<file path="config.mk">
export PLATFORM = sky130hd
export DESIGN_NAME = laundry_load_sequencer
export DESIGN_NICKNAME = d
export VERILOG_FILES = /design/src/rtl/laundry_load_sequencer.sv
export SDC_FILE = /design/constraint.sdc
export NUM_CORES = 1
export LEC_CHECK = 0
export CAP_MARGIN = 25
export CORE_MARGIN = 1.5
export CORE_UTILIZATION = 46
export CTS_CLUSTER_SIZE = 12
export DETAILED_ROUTE_END_ITERATION = 12
export PLACE_DENSITY = 0.77
export SYNTH_ARGS = -nofsm -noshare
export SYNTH_HDL_FRONTEND = slang
export SYNTH_SLANG_ARGS = --single-unit
</file>
<file path="constraint.sdc">
create_clock -name clk -period 5.3 [get_ports clk]
set_input_delay 1.325 -clock clk [delete_from_list [all_inputs] [get_ports clk]]
set_output_delay 1.325 -clock clk [all_outputs]
set_load 0.005 [all_outputs]
</file>
<file path="src/rtl/laundry_load_sequencer.sv">
// laundry_load_sequencer
//   Queues laundry load requests in a small FIFO and walks each load through
//   wash, dry and finish phases on an external machine, reporting one
//   completion pulse per load. Every phase is guarded by a timer; a phase that
//   never sees its done input ends the load with cmp_err=1.
//
// Ports
//   clk, rst            clock (rising edge), asynchronous active-high reset
//   req_valid/req_id    load request offer; accepted when req_ready=1
//   req_ready           queue not full
//   washer_door         high throughout the wash phase
//   dryer_door          high throughout the dry phase
//   clothes             load present in the machine (wash, dry or finish)
//   washer_done         machine: wash finished (only looked at in wash)
//   dryer_done          machine: dry finished (only looked at in dry)
//   done                machine: cycle finished (only looked at in finish)
//   cmp_valid           one-cycle completion pulse
//   cmp_id/cmp_err      completed load ID and timeout flag; held between pulses
//   busy                FSM not idle
//   loads_done          wrapping count of error-free completions
module laundry_load_sequencer #(
  parameter int DEPTH   = 4,
  parameter int ID_W    = 4,
  parameter int TIMEOUT = 64
) (
  input  logic            clk,
  input  logic            rst,
  input  logic            req_valid,
  input  logic [ID_W-1:0] req_id,
  output logic            req_ready,
  output logic            washer_door,
  output logic            dryer_door,
  output logic            clothes,
  input  logic            washer_done,
  input  logic            dryer_done,
  input  logic            done,
  output logic            cmp_valid,
  output logic [ID_W-1:0] cmp_id,
  output logic            cmp_err,
  output logic            busy,
  output logic [7:0]      loads_done
);

  localparam int AW = $clog2(DEPTH);
  localparam int TW = (TIMEOUT > 2) ? $clog2(TIMEOUT) : 1;
  localparam logic [TW-1:0] T_LAST = TW'(TIMEOUT - 1);
  localparam logic [AW:0]   FULL_CNT = (AW + 1)'(DEPTH);

  typedef enum logic [2:0] {IDLE, WASH, DRY, FIN, CMPL} state_t;

  state_t          state;
  logic [TW-1:0]   timer;
  logic [ID_W-1:0] id_q;
  logic            err_q;

  // ---------------------------------------------------------------- FIFO
  logic [ID_W-1:0] mem [DEPTH];
  logic [AW-1:0]   wr_ptr, rd_ptr;
  logic [AW:0]     count;
  logic            push, pop, empty;

  assign empty     = (count == '0);
  assign req_ready = (count != FULL_CNT);
  assign push      = req_valid && req_ready;
  // Pop decision uses the registered count, so an entry written this edge is
  // only seen by the FSM on the following cycle.
  assign pop       = (state == IDLE) && !empty;

  always_ff @(posedge clk) begin
    if (push) mem[wr_ptr] <= req_id;
  end

  always_ff @(posedge clk or posedge rst) begin
    if (rst) begin
      wr_ptr <= '0;
      rd_ptr <= '0;
      count  <= '0;
    end else begin
      if (push) wr_ptr <= wr_ptr + 1'b1;
      if (pop)  rd_ptr <= rd_ptr + 1'b1;
      case ({push, pop})
        2'b10:   count <= count + 1'b1;
        2'b01:   count <= count - 1'b1;
        default: count <= count;
      endcase
    end
  end

  // ---------------------------------------------------------------- FSM
  // Outputs are registered: each transition sets the output values that
  // belong to the destination state.
  always_ff @(posedge clk or posedge rst) begin
    if (rst) begin
      state       <= IDLE;
      timer       <= '0;
      id_q        <= '0;
      err_q       <= 1'b0;
      washer_door <= 1'b0;
      dryer_door  <= 1'b0;
      clothes     <= 1'b0;
      busy        <= 1'b0;
      cmp_valid   <= 1'b0;
      cmp_id      <= '0;
      cmp_err     <= 1'b0;
      loads_done  <= '0;
    end else begin
      case (state)
        IDLE: begin
          if (pop) begin
            id_q        <= mem[rd_ptr];
            state       <= WASH;
            timer       <= '0;
            washer_door <= 1'b1;
            clothes     <= 1'b1;
            busy        <= 1'b1;
          end
        end
        WASH: begin
          // done is honoured even on the final timer cycle
          if (washer_done) begin
            state       <= DRY;
            timer       <= '0;
            washer_door <= 1'b0;
            dryer_door  <= 1'b1;
          end else if (timer == T_LAST) begin
            state       <= CMPL;
            err_q       <= 1'b1;
            washer_door <= 1'b0;
            clothes     <= 1'b0;
            cmp_valid   <= 1'b1;
            cmp_id      <= id_q;
            cmp_err     <= 1'b1;
          end else begin
            timer <= timer + 1'b1;
          end
        end
        DRY: begin
          if (dryer_done) begin
            state      <= FIN;
            timer      <= '0;
            dryer_door <= 1'b0;
          end else if (timer == T_LAST) begin
            state      <= CMPL;
            err_q      <= 1'b1;
            dryer_door <= 1'b0;
            clothes    <= 1'b0;
            cmp_valid  <= 1'b1;
            cmp_id     <= id_q;
            cmp_err    <= 1'b1;
          end else begin
            timer <= timer + 1'b1;
          end
        end
        FIN: begin
          if (done || timer == T_LAST) begin
            state     <= CMPL;
            err_q     <= !done;
            clothes   <= 1'b0;
            cmp_valid <= 1'b1;
            cmp_id    <= id_q;
            cmp_err   <= !done;
          end else begin
            timer <= timer + 1'b1;
          end
        end
        CMPL: begin
          state     <= IDLE;
          cmp_valid <= 1'b0;
          busy      <= 1'b0;
          timer     <= '0;
          if (!err_q) loads_done <= loads_done + 8'd1;
        end
        default: begin
          state       <= IDLE;
          washer_door <= 1'b0;
          dryer_door  <= 1'b0;
          clothes     <= 1'b0;
          busy        <= 1'b0;
          cmp_valid   <= 1'b0;
        end
      endcase
    end
  end

endmodule

</file>
==> flow_summary.ini <==
[clock_network]
cts_setup_buffers = 0
cts_tree = done
clock-root-buffer = clkbuf_8
clkSinkCount = 55
htree_levels = 2
clock_latency_ns = 0.31
cts-buffers-inserted = 5
hold_buffers = 0
path_clk_slew_ns = 0.10
cts_buffer_depth = 2
cts_repair_resize_count = 0

[logic_synthesis]
synth_area_leaders = dfrtp_1 (38%), edfxtp_1 (19%), mux2_2 (3.9%), mux4_2 (3.5%), ha_1 (3.4%)
syn_area_per_cell_um2 = 12.3
postSynthCellCount = 209
synth.most_common_cell = dfrtp_1
synth_warnings = 0
synthTopCellsByCount = dfrtp_1 (39), edfxtp_1 (16), nand2_1 (15)
ys_ff_latch = 55
synth_cell_types = 42
seq_area_frac_synth_pct = 56.6
ys.flop_type = dfrtp_1
synth-edff-count = 16
synthesis.area_um2 = 2570
synth_nets = 227
yosys.area.top_type = dfrtp_1
ys_async_sr_fraction_pct = 70.9
synth_top_area_share_pct = 38.0

[grt]
grt_max_degree = 40
grt_overflow = 0
grt_use_met3_pct = 3.65
grt.total_usage_pct = 16.0
gr-usage-met2_pct = 26.5
grtUsageMet1_pct = 20.9
grt_pass1_vias = 1648
antenna_found_initial = 0
grt_pass1_wl_um = 7570
top_usage_layer = met2

[die]
start_util_pct = 47.3
io_pins = 29
die_area_um2 = 6050
die_w_um = 77.8
dieHeight_um = 77.8
row_count = 27
core_um2 = 5440

[detailed_routing]
drt_first_pass_iters = 4
vias_per_cell = 5.24
drc = 0
antenna_left = 0
num_vias = 1639
routed_wl_um = 4410
drt-initial-drc-count = 143
wire_per_inst_um = 14.1

[sta]
tns_ns = 0
max_freq_ghz = 0.350
clock_skew_ns = 0.00824
fin_crit_ns = 2.86
fin_crit_sh_pct = 53.9
finalHoldViolations = 0
max_slew_margin_pct = 58.3
rsz0062_at_grt = no
worst_pin_slew_ns = 0.626
slew_violations = 0
final-setup-viol-count = 0

[worst_hold_path]
hp-class = flop to flop

[final_layout]
areaGrowthSynthToFinish_pct = 17.3
final_cells = 313
antenna_cells = 0
drive_gt1_share_pct = 12.9
nets = 258
fillCellCount = 467

[setup_path]
cp-end-kind = flop
cp_max_fo = 5
startpoint_type = input port
rrSetupSlack_ns = 2.92
critPathKind = input port to flop
required_ns = 5.54
cp.arrival_ns = 3.09

[pwr]
p_per_area_nw_per_um2 = 512
peakVddDrop_uv = 286
p_leak_nw = 1.27

[placed_design]
place.gp.congestion = 0.803
dp_hpwl_um = 3200
port_buffers = 28
place_inst = 305

[job]
maxCapViolations = 0

[outcome]
status = finished clean
==> flip-flops by register name, indices dropped and copies added (netlist names), 2 cells and up <==
signal	flops
cmp_id	4
count	3
id_q	4
loads_done	8
mem	16
rd_ptr	2
state	3
timer	6
wr_ptr	2
==> kinds of logic after synthesis <==
logic type | synth area share [%]
AND/OR/NAND/NOR | 12.8
flip-flops | 56.6
AO/OA/AOI/OAI | 10.1
buffers and inverters | 3.21
multiplexers | 8.22
XOR/XNOR | 4.77
adder cells (fa/ha/maj) | 4.18
==> critical path, cell delays in order <==
cell and delay (ns):
clkdlybuf4s50_1 0.45, and2_1 0.20, inv_1 0.08, ha_1 0.18, inv_1 0.06, fa_1 0.37, xor2_1 0.15, nor2_1 0.11
xor2_1 0.15
==> layout by cell type, fill, tap and decap left out, types with 3 or more instances in the layout <==
master           count
dfrtp_1             39
and3_1               8
xnor2_1              8
edfxtp_1            16
o22a_1               3
clkbuf_8             5
nor3_1               3
clkdlybuf4s50_1     28
mux4_2               4
ha_1                 7
a21oi_1             13
o21ai_0              9
inv_1               13
xor2_1               6
nor2_1              14
mux2_2               9
o21a_1               3
nand2_1             15
nand3_1              5
==> cell type report <==
| type | count | area (um^2) | area share (%) |
|---|---|---|---|
| Multi-Input combinational cell | 135 | 1030 | 34.2 |
| Timing Repair Buffer | 30 | 295 | 9.79 |
| Sequential cell | 55 | 1460 | 48.3 |
| Tap cell | 72 | 90.1 | 2.99 |
| Clock buffer | 5 | 68.8 | 2.28 |
| Clock inverter | 3 | 23.8 | 0.788 |
| Inverter | 13 | 48.8 | 1.62 |
==> power by group <==
part	switching, mW	total [mW]	internal, mW
sequential	0.142	0.720	0.578
combinational	0.252	0.586	0.334
clock	0.144	0.240	0.0959
total	0.537	1.55	1.01
==> through the flow <==
stage | area [um^2] | power (mW) | utilization [%] | hold WS, ns | worst slack [ns]
finish | 3020 | 1.55 | 55.4 | 0.482 | 2.44
global route | 3020 | 1.66 | 55.4 | 0.504 | 2.40
CTS | 3020 | 1.56 | 55.4 | 0.492 | 2.44
detailed placement | 2920 | 1.32 | 53.7 | 0.478 | 2.11
global placement | 2920 | 1.29 | 53.7 | 0.463 | 2.23
floorplan | 2570 | 1.12 | - | 0.465 | 2.72
==> per-layer routing <==
| layer | share of wire [%] | vias up | wire length, um |
|---|---|---|---|
| met2 | 50 | 32 | 2230 |
| met1 | 45 | 804 | 1990 |
| met3 | 3.3 | 5 | 147 |
| li1 | - | 798 | - |
| met4 | 1.0 | 0 | 46 |
| met5 | 0 | - | 0 |
==> final timing paths <==
path	from	to	cells after the start
worst max-delay path	req_valid	count[2]	9
worst min-delay path	loads_done[7]	loads_done[7]	1
worst max register to register	state[0]	count[2]	9
worst min register to register	loads_done[7]	loads_done[7]	1
max in group asynchronous	rst	loads_done[2]	3
min in group asynchronous	rst	id_q[3]	3
Power figures use the tool's default switching activity.
